===== config.mk =====
export PLATFORM = sky130hd
export DESIGN_NAME = alu_exec_unit_flat
export DESIGN_NICKNAME = d
export VERILOG_FILES = /design/src/rtl/alu_exec_unit_if.sv /design/src/rtl/alu_exec_unit.sv /design/src/flat_wrapper.sv
export SDC_FILE = /design/constraint.sdc
export NUM_CORES = 1
export LEC_CHECK = 0
export BUFFER_PORTS_ARGS = -buffer_cell sky130_fd_sc_hd__clkbuf_2
export CAP_MARGIN = 20
export CELL_PAD_IN_SITES_DETAIL_PLACEMENT = 0
export CELL_PAD_IN_SITES_GLOBAL_PLACEMENT = 1
export CORE_MARGIN = 2
export CORE_UTILIZATION = 38
export CTS_BUF_LIST = sky130_fd_sc_hd__clkbuf_16
export CTS_CLUSTER_DIAMETER = 60
export CTS_CLUSTER_SIZE = 40
export DETAILED_ROUTE_END_ITERATION = 10
export PLACE_DENSITY = 0.82
export SYNTH_ARGS = -nofsm -noshare
export SYNTH_HDL_FRONTEND = slang
export SYNTH_SLANG_ARGS = --single-unit
export TNS_END_PERCENT = 10

===== constraint.sdc =====
create_clock -name iClk -period 1.4 [get_ports iClk]
set_input_delay 0.28 -clock iClk [delete_from_list [all_inputs] [get_ports iClk]]
set_output_delay 0.28 -clock iClk [all_outputs]
set_load 0.01 [all_outputs]

===== src/rtl/alu_exec_unit_if.sv =====
// Upstream instruction handshake between the instruction source (master) and
// the execute unit (slave), plus the retire/reject pulses returned upstream.
interface alu_exec_unit_if #(
   parameter int unsigned INSTR_W = 10
);
   logic [INSTR_W-1:0] ivInstr;
   logic               iValid;
   logic               oReady;
   logic               oDone;
   logic               oError;

   modport master (
      output ivInstr, iValid,
      input  oReady, oDone, oError
   );

   modport slave (
      input  ivInstr, iValid,
      output oReady, oDone, oError
   );
endinterface


===== src/rtl/alu_exec_unit.sv =====
// Execute stage around a 4-bit ALU: 4x4 register file, flags register, and a
// two-state IDLE/DRIVE sequencer that issues operands and writes back results.
module alu_exec_unit #(
   parameter int unsigned DATA_W   = 4,
   parameter int unsigned NUM_REGS = 4,
   parameter int unsigned ADDR_W   = 2
) (
   input  logic               iClk,
   input  logic               iRst_n,
   alu_exec_unit_if.slave     up,
   output logic [3:0]         ovAluInstr,
   output logic [DATA_W-1:0]  ovAluA,
   output logic [DATA_W-1:0]  ovAluB,
   input  logic [DATA_W-1:0]  ivAluResult,
   input  logic [3:0]         ivAluFlags,
   output logic [3:0]         ovFlags,
   input  logic [ADDR_W-1:0]  ivDbgAddr,
   output logic [DATA_W-1:0]  ovDbgData
);
   localparam int unsigned OP_W    = 4;
   localparam int unsigned FLAG_W  = 4;
   localparam int unsigned INSTR_W = OP_W + 3 * ADDR_W;
   localparam logic [OP_W-1:0] OP_LAST_ALU = OP_W'(10);
   localparam logic [OP_W-1:0] OP_LDI      = OP_W'(15);

   typedef enum logic {IDLE = 1'b0, DRIVE = 1'b1} state_e;

   state_e              state_q, state_d;
   logic [DATA_W-1:0]   regs_q [NUM_REGS];
   logic [DATA_W-1:0]   regs_d [NUM_REGS];
   logic [FLAG_W-1:0]   flags_q, flags_d;
   logic [OP_W-1:0]     alu_instr_q, alu_instr_d;
   logic [DATA_W-1:0]   alu_a_q, alu_a_d;
   logic [DATA_W-1:0]   alu_b_q, alu_b_d;
   logic [ADDR_W-1:0]   rd_q, rd_d;
   logic                done_q, done_d;
   logic                error_q, error_d;

   logic [OP_W-1:0]     op_c;
   logic [ADDR_W-1:0]   rd_c, ra_c, rb_c;
   logic [DATA_W-1:0]   imm_c;
   logic                accept_c;

   assign op_c     = up.ivInstr[INSTR_W-1 -: OP_W];
   assign rd_c     = up.ivInstr[3*ADDR_W-1 -: ADDR_W];
   assign ra_c     = up.ivInstr[2*ADDR_W-1 -: ADDR_W];
   assign rb_c     = up.ivInstr[ADDR_W-1:0];
   assign imm_c    = up.ivInstr[DATA_W-1:0];
   assign accept_c = up.iValid && (state_q == IDLE);

   // State register
   always_ff @(posedge iClk or negedge iRst_n) begin
      if (!iRst_n) state_q <= IDLE;
      else         state_q <= state_d;
   end

   // Next state: only ALU opcodes take the extra DRIVE cycle
   always_comb begin
      state_d = state_q;
      case (state_q)
         IDLE:  if (accept_c && (op_c <= OP_LAST_ALU)) state_d = DRIVE;
         DRIVE: state_d = IDLE;
      endcase
   end

   // Datapath next values; operands are read at accept, writeback lands in DRIVE
   always_comb begin
      regs_d      = regs_q;
      flags_d     = flags_q;
      alu_instr_d = alu_instr_q;
      alu_a_d     = alu_a_q;
      alu_b_d     = alu_b_q;
      rd_d        = rd_q;
      done_d      = 1'b0;
      error_d     = 1'b0;
      case (state_q)
         IDLE: begin
            if (accept_c) begin
               if (op_c <= OP_LAST_ALU) begin
                  alu_instr_d = op_c;
                  alu_a_d     = regs_q[ra_c];
                  alu_b_d     = regs_q[rb_c];
                  rd_d        = rd_c;
               end else if (op_c == OP_LDI) begin
                  regs_d[rd_c] = imm_c;
                  done_d       = 1'b1;
               end else begin
                  error_d = 1'b1;
               end
            end
         end
         DRIVE: begin
            regs_d[rd_q] = ivAluResult;
            flags_d      = ivAluFlags;
            done_d       = 1'b1;
         end
      endcase
   end

   always_ff @(posedge iClk or negedge iRst_n) begin
      if (!iRst_n) begin
         regs_q      <= '{default: '0};
         flags_q     <= '0;
         alu_instr_q <= '0;
         alu_a_q     <= '0;
         alu_b_q     <= '0;
         rd_q        <= '0;
         done_q      <= 1'b0;
         error_q     <= 1'b0;
      end else begin
         regs_q      <= regs_d;
         flags_q     <= flags_d;
         alu_instr_q <= alu_instr_d;
         alu_a_q     <= alu_a_d;
         alu_b_q     <= alu_b_d;
         rd_q        <= rd_d;
         done_q      <= done_d;
         error_q     <= error_d;
      end
   end

   assign up.oReady  = (state_q == IDLE);
   assign up.oDone   = done_q;
   assign up.oError  = error_q;
   assign ovAluInstr = alu_instr_q;
   assign ovAluA     = alu_a_q;
   assign ovAluB     = alu_b_q;
   assign ovFlags    = flags_q;
   // Debug read port shows the pre-write value on a writeback cycle
   assign ovDbgData  = regs_q[ivDbgAddr];
endmodule


===== src/flat_wrapper.sv =====
// flat-port wrapper written by rule: the top's interface ports become plain ports
module alu_exec_unit_flat 
#(
   parameter int unsigned DATA_W   = 4,
   parameter int unsigned NUM_REGS = 4,
   parameter int unsigned ADDR_W   = 2
)
  (iClk, iRst_n, ovAluInstr, ovAluA, ovAluB, ivAluResult, ivAluFlags, ovFlags, ivDbgAddr, ovDbgData, up_ivInstr, up_iValid, up_oReady, up_oDone, up_oError);
  alu_exec_unit_if up_i ();
  input  logic iClk;
  input  logic iRst_n;
  output logic [3:0] ovAluInstr;
  output logic [DATA_W-1:0] ovAluA;
  output logic [DATA_W-1:0] ovAluB;
  input  logic [DATA_W-1:0] ivAluResult;
  input  logic [3:0] ivAluFlags;
  output logic [3:0] ovFlags;
  input  logic [ADDR_W-1:0] ivDbgAddr;
  output logic [DATA_W-1:0] ovDbgData;
  input wire logic [$bits(up_i.ivInstr)-1:0] up_ivInstr;
  input wire logic [$bits(up_i.iValid)-1:0] up_iValid;
  output wire logic [$bits(up_i.oReady)-1:0] up_oReady;
  output wire logic [$bits(up_i.oDone)-1:0] up_oDone;
  output wire logic [$bits(up_i.oError)-1:0] up_oError;
  assign up_i.ivInstr = up_ivInstr;
  assign up_i.iValid = up_iValid;
  assign up_oReady = up_i.oReady;
  assign up_oDone = up_i.oDone;
  assign up_oError = up_i.oError;
  alu_exec_unit #(.DATA_W(DATA_W), .NUM_REGS(NUM_REGS), .ADDR_W(ADDR_W)) u_core (.iClk(iClk), .iRst_n(iRst_n), .up(up_i), .ovAluInstr(ovAluInstr), .ovAluA(ovAluA), .ovAluB(ovAluB), .ivAluResult(ivAluResult), .ivAluFlags(ivAluFlags), .ovFlags(ovFlags), .ivDbgAddr(ivDbgAddr), .ovDbgData(ovDbgData));
endmodule

==> Flow_metrics.wiki <==
{| class="wikitable"
! Metric !! Value
|-
| Outcome || finished, violations left
|-
| Violated checks || negative setup slack
|-
| Async set-or-reset flop fraction in the synthesized netlist || between 90% and 100%
|-
| Hold violation count in the final report || 0
|-
| Worst Tran Pin Value || between 0.4 and 0.5 ns
|-
| Static leakage || ~1.1 nW
|-
| Post-detailed-route via-to-cell ratio || 5.50
|-
| Predominant post-synthesis flop cell || sky130_fd_sc_hd__dfrtp_1
|-
| Number of DRC violations after detailed-routing iteration 0 || between 100 and 150
|-
| Post-synthesis cell area || around 2000 µm²
|-
| IO Port Bufs || 45
|-
| Mapped Avg Cell Area || roughly 12 µm²
|-
| Syn_nets || about 190
|-
| Number of diodes added for antenna fixing || 0
|-
| Vias after detailed routing || around 1700
|-
| Kind of critical path || flip-flop to output port
|-
| Number of max-cap violations || 0
|-
| Clock tree sinks || 37
|-
| DIE AREA || 5930 µm²
|-
| TritonCTS buffer count || 5
|-
| Wire length of the first global-routing pass || between 8000 and 9000 µm
|-
| Y dimension of the die || approximately 77 µm
|-
| Final period util || 114%
|-
| Worst slew margin relative to its limit || around two thirds
|-
| Total grt overflow || 0
|-
| Proportion of layout cells with a drive suffix above 1 || about half
|-
| Post-synthesis cell type count || 32
|-
| RSZ-0062 raised after global routing || yes
|-
| Maximum root-to-sink buffer count || 2
|-
| Worst-case reg-to-reg path depth || 3
|-
| Final number of setup-violating endpoints || 4
|-
| Maximum number of pins on one net before global-route repair || 38
|-
| Final WL || roughly 5000 µm
|-
| Power density relative to cell area || around 1700 nW/µm²
|-
| Worst skew pair latency || 0.28 ns
|-
| Number of flops mapped to enable cells by yosys || 0
|-
| Total number of H-tree levels || 2
|-
| Critical path data arrival time || between 1 and 1.5 ns
|-
| Number of warning messages in the yosys log || 0
|-
| Initial core utilization || around 39%
|-
| Kind of start point of the critical path || flip-flop
|-
| CTS tree || done
|-
| IR Drop Worst-Case VDD || about 0.9 mV
|-
| Most frequent cells in the layout || sky130_fd_sc_hd__clkbuf_2 (45), sky130_fd_sc_hd__dfrtp_1 (37), sky130_fd_sc_hd__buf_4 (21)
|-
| Total global-route track usage || about 18%
|-
| Worst clock skew || just under 0.004 ns
|-
| Pins Over Slew Limit || 0
|-
| Number of iterations in the first detailed-routing pass || 4
|-
| PnR worst setup slack || -0.190 ns
|-
| Area post-placement || 2380 µm²
|-
| Gpl congestion || 0.821
|-
| Number of antenna violations at the first check in global routing || 0
|-
| Min-delay worst type || input port to asynchronous set/reset pin
|-
| Fin cells || 300
|-
| Post-DR wirelength/cell || 17.1 µm
|-
| Number of global-route vias before repair || roughly 1700
|-
| DRC Markers || 0
|-
| Achievable clock frequency || ~630 MHz
|-
| Number of standard-cell rows in the floorplan || 26
|-
| Horizontal die dimension || just under 80 µm
|-
| Maximum fanout along the worst path || 2
|-
| Shortest period the worst path allows || roughly 1.6 ns
|-
| Post-route standard cell area excluding fillers || ~2600 µm²
|-
| Area inside the core boundary || 5140 µm²
|-
| Number of cells produced by synthesis || 163
|-
| Num ports || 46
|-
| Fraction of the yosys area taken by sequential cells || 45.7%
|-
| Post-DRT Antenna Nets || 0
|-
| Layout-stage area growth over the synthesis result || 29.3%
|-
| Kind of end point of the critical path || output port
|-
| Dpl cells || 282
|-
| Clock-pin slew on the worst setup and hold paths || approximately 0.060 ns
|-
| Detail Placement HPWL || ~3700 µm
|-
| Post-layout nets || about 250
|-
| Required arrival time at the worst endpoint || approximately 1.1 ns
|-
| Post-cts hold buffer count || 0
|-
| Number of register bits inferred by synthesis || 37
|-
| Final setup TNS || -0.710 ns
|-
| Root buffer cell || sky130_fd_sc_hd__clkbuf_16
|-
| Leading cell type in the layout, fill and taps excluded || sky130_fd_sc_hd__clkbuf_2
|}
-- power by group --
part / total [mW] / switching (mW) / internal, mW
logic: 1.67 / 0.669 / 1.00
clock network: 1.06 / 0.417 / 0.646
registers: 1.76 / 0.299 / 1.46
total: 4.49 / 1.38 / 3.11
-- synthesized netlist by cell type (all sizes together) (3+ instances only) --
| library cell | n | area (µm²) |
|---|---|---|
| nand2 | 5 | 18.8 |
| nand3 | 13 | 65.1 |
| mux2 | 17 | 221 |
| a2bb2oi | 4 | 35.0 |
| mux4 | 12 | 278 |
| o21ai | 14 | 70.1 |
| a31oi | 12 | 75.1 |
| clkbuf | 3 | 11.3 |
| o22ai | 4 | 25.0 |
| nor2 | 12 | 45.0 |
| buf | 8 | 67.6 |
| dfrtp | 37 | 926 |
-- critical path, cell delays in order (launching register included) --
cell	delay (ns)
sky130_fd_sc_hd__dfrtp_1	0.41
sky130_fd_sc_hd__mux4_2	0.48
sky130_fd_sc_hd__clkbuf_2	0.14
-- layout make-up --
type / count / area, µm²
well taps: 70 / 87.6
multi-input cells: 113 / 1020
clock inverters: 3 / 13.8
inverters: 2 / 7.51
flip-flops and latches: 37 / 926
clock buffers: 5 / 125
fillers: 505 / 2520
repair buffers: 70 / 437
-- stage by stage --
stage | power (mW) | setup slack, ns | util [%] | hold WS, ns
6_report | 4.49 | -0.190 | 51.0 | 0.0441
3_5_place_dp | 3.16 | -0.0639 | 46.4 | 0.366
4_1_cts | 4.42 | -0.181 | 50.3 | 0.0701
3_3_place_gp | 3.09 | -0.0392 | 46.4 | 0.354
2_1_floorplan | 2.63 | 0.00788 | - | -0.0156
5_1_grt | 4.74 | -0.230 | 51.0 | 0.0981
-- state kept, by name, indices dropped and copies added, names as in the netlist --
| register | cells |
|---|---|
| u_core.rd_q | 2 |
| u_core.up.oError | 1 |
| u_core.regs_q | 16 |
| u_core.ovAluA | 4 |
| u_core.state_q | 1 |
| u_core.ovFlags | 4 |
| u_core.up.oDone | 1 |
| u_core.ovAluInstr | 4 |
| u_core.ovAluB | 4 |
-- final timing paths --
| path | start | endpoint | slack [ns] |
|---|---|---|---|
| max in group asynchronous | iRst_n | u_core.regs_q[2]$_DFFE_PN0P_ | 1.02 |
| setup / recovery | u_core.regs_q[7]$_DFFE_PN0P_ | ovDbgData[3] | -0.19 |
| hold / removal | iRst_n | u_core.ovFlags[1]$_DFFE_PN0P_ | 0.04 |
| min in group iClk | ivAluFlags[1] | u_core.ovFlags[1]$_DFFE_PN0P_ | 0.23 |
| hold reg to reg | u_core.ovFlags[1]$_DFFE_PN0P_ | u_core.ovFlags[1]$_DFFE_PN0P_ | 0.50 |
| setup reg to reg | u_core.regs_q[7]$_DFFE_PN0P_ | u_core.ovAluA[3]$_DFFE_PN0P_ | 0.01 |
-- routing by layer --
metal | up-vias | share of wire (%) | global-route usage, %
li1 | 766 | - | -
met1 | 823 | 46 | 25.3
met5 | - | 0 | 0
met2 | 54 | 47 | 29.6
met4 | 0 | 1.2 | 5.36
met3 | 7 | 5.4 | 3.18
-- logic make-up after synthesis --
logic type / after synthesis / synth area share [%]
compound gates: 37 / 11.7
xor+xnor: 1 / 0.432
buf+inv: 13 / 4.26
flops: 37 / 45.7
mux: 29 / 24.6
simple gates: 46 / 13.2
-- timing repair --
item | 4_1_cts | 5_1_grt
endpoints found under the setup margin | 8 | 20
resized for setup | 2 | 10
setup buffers | 8 | 2
Note: power is estimated with default switching activity, not from simulation.
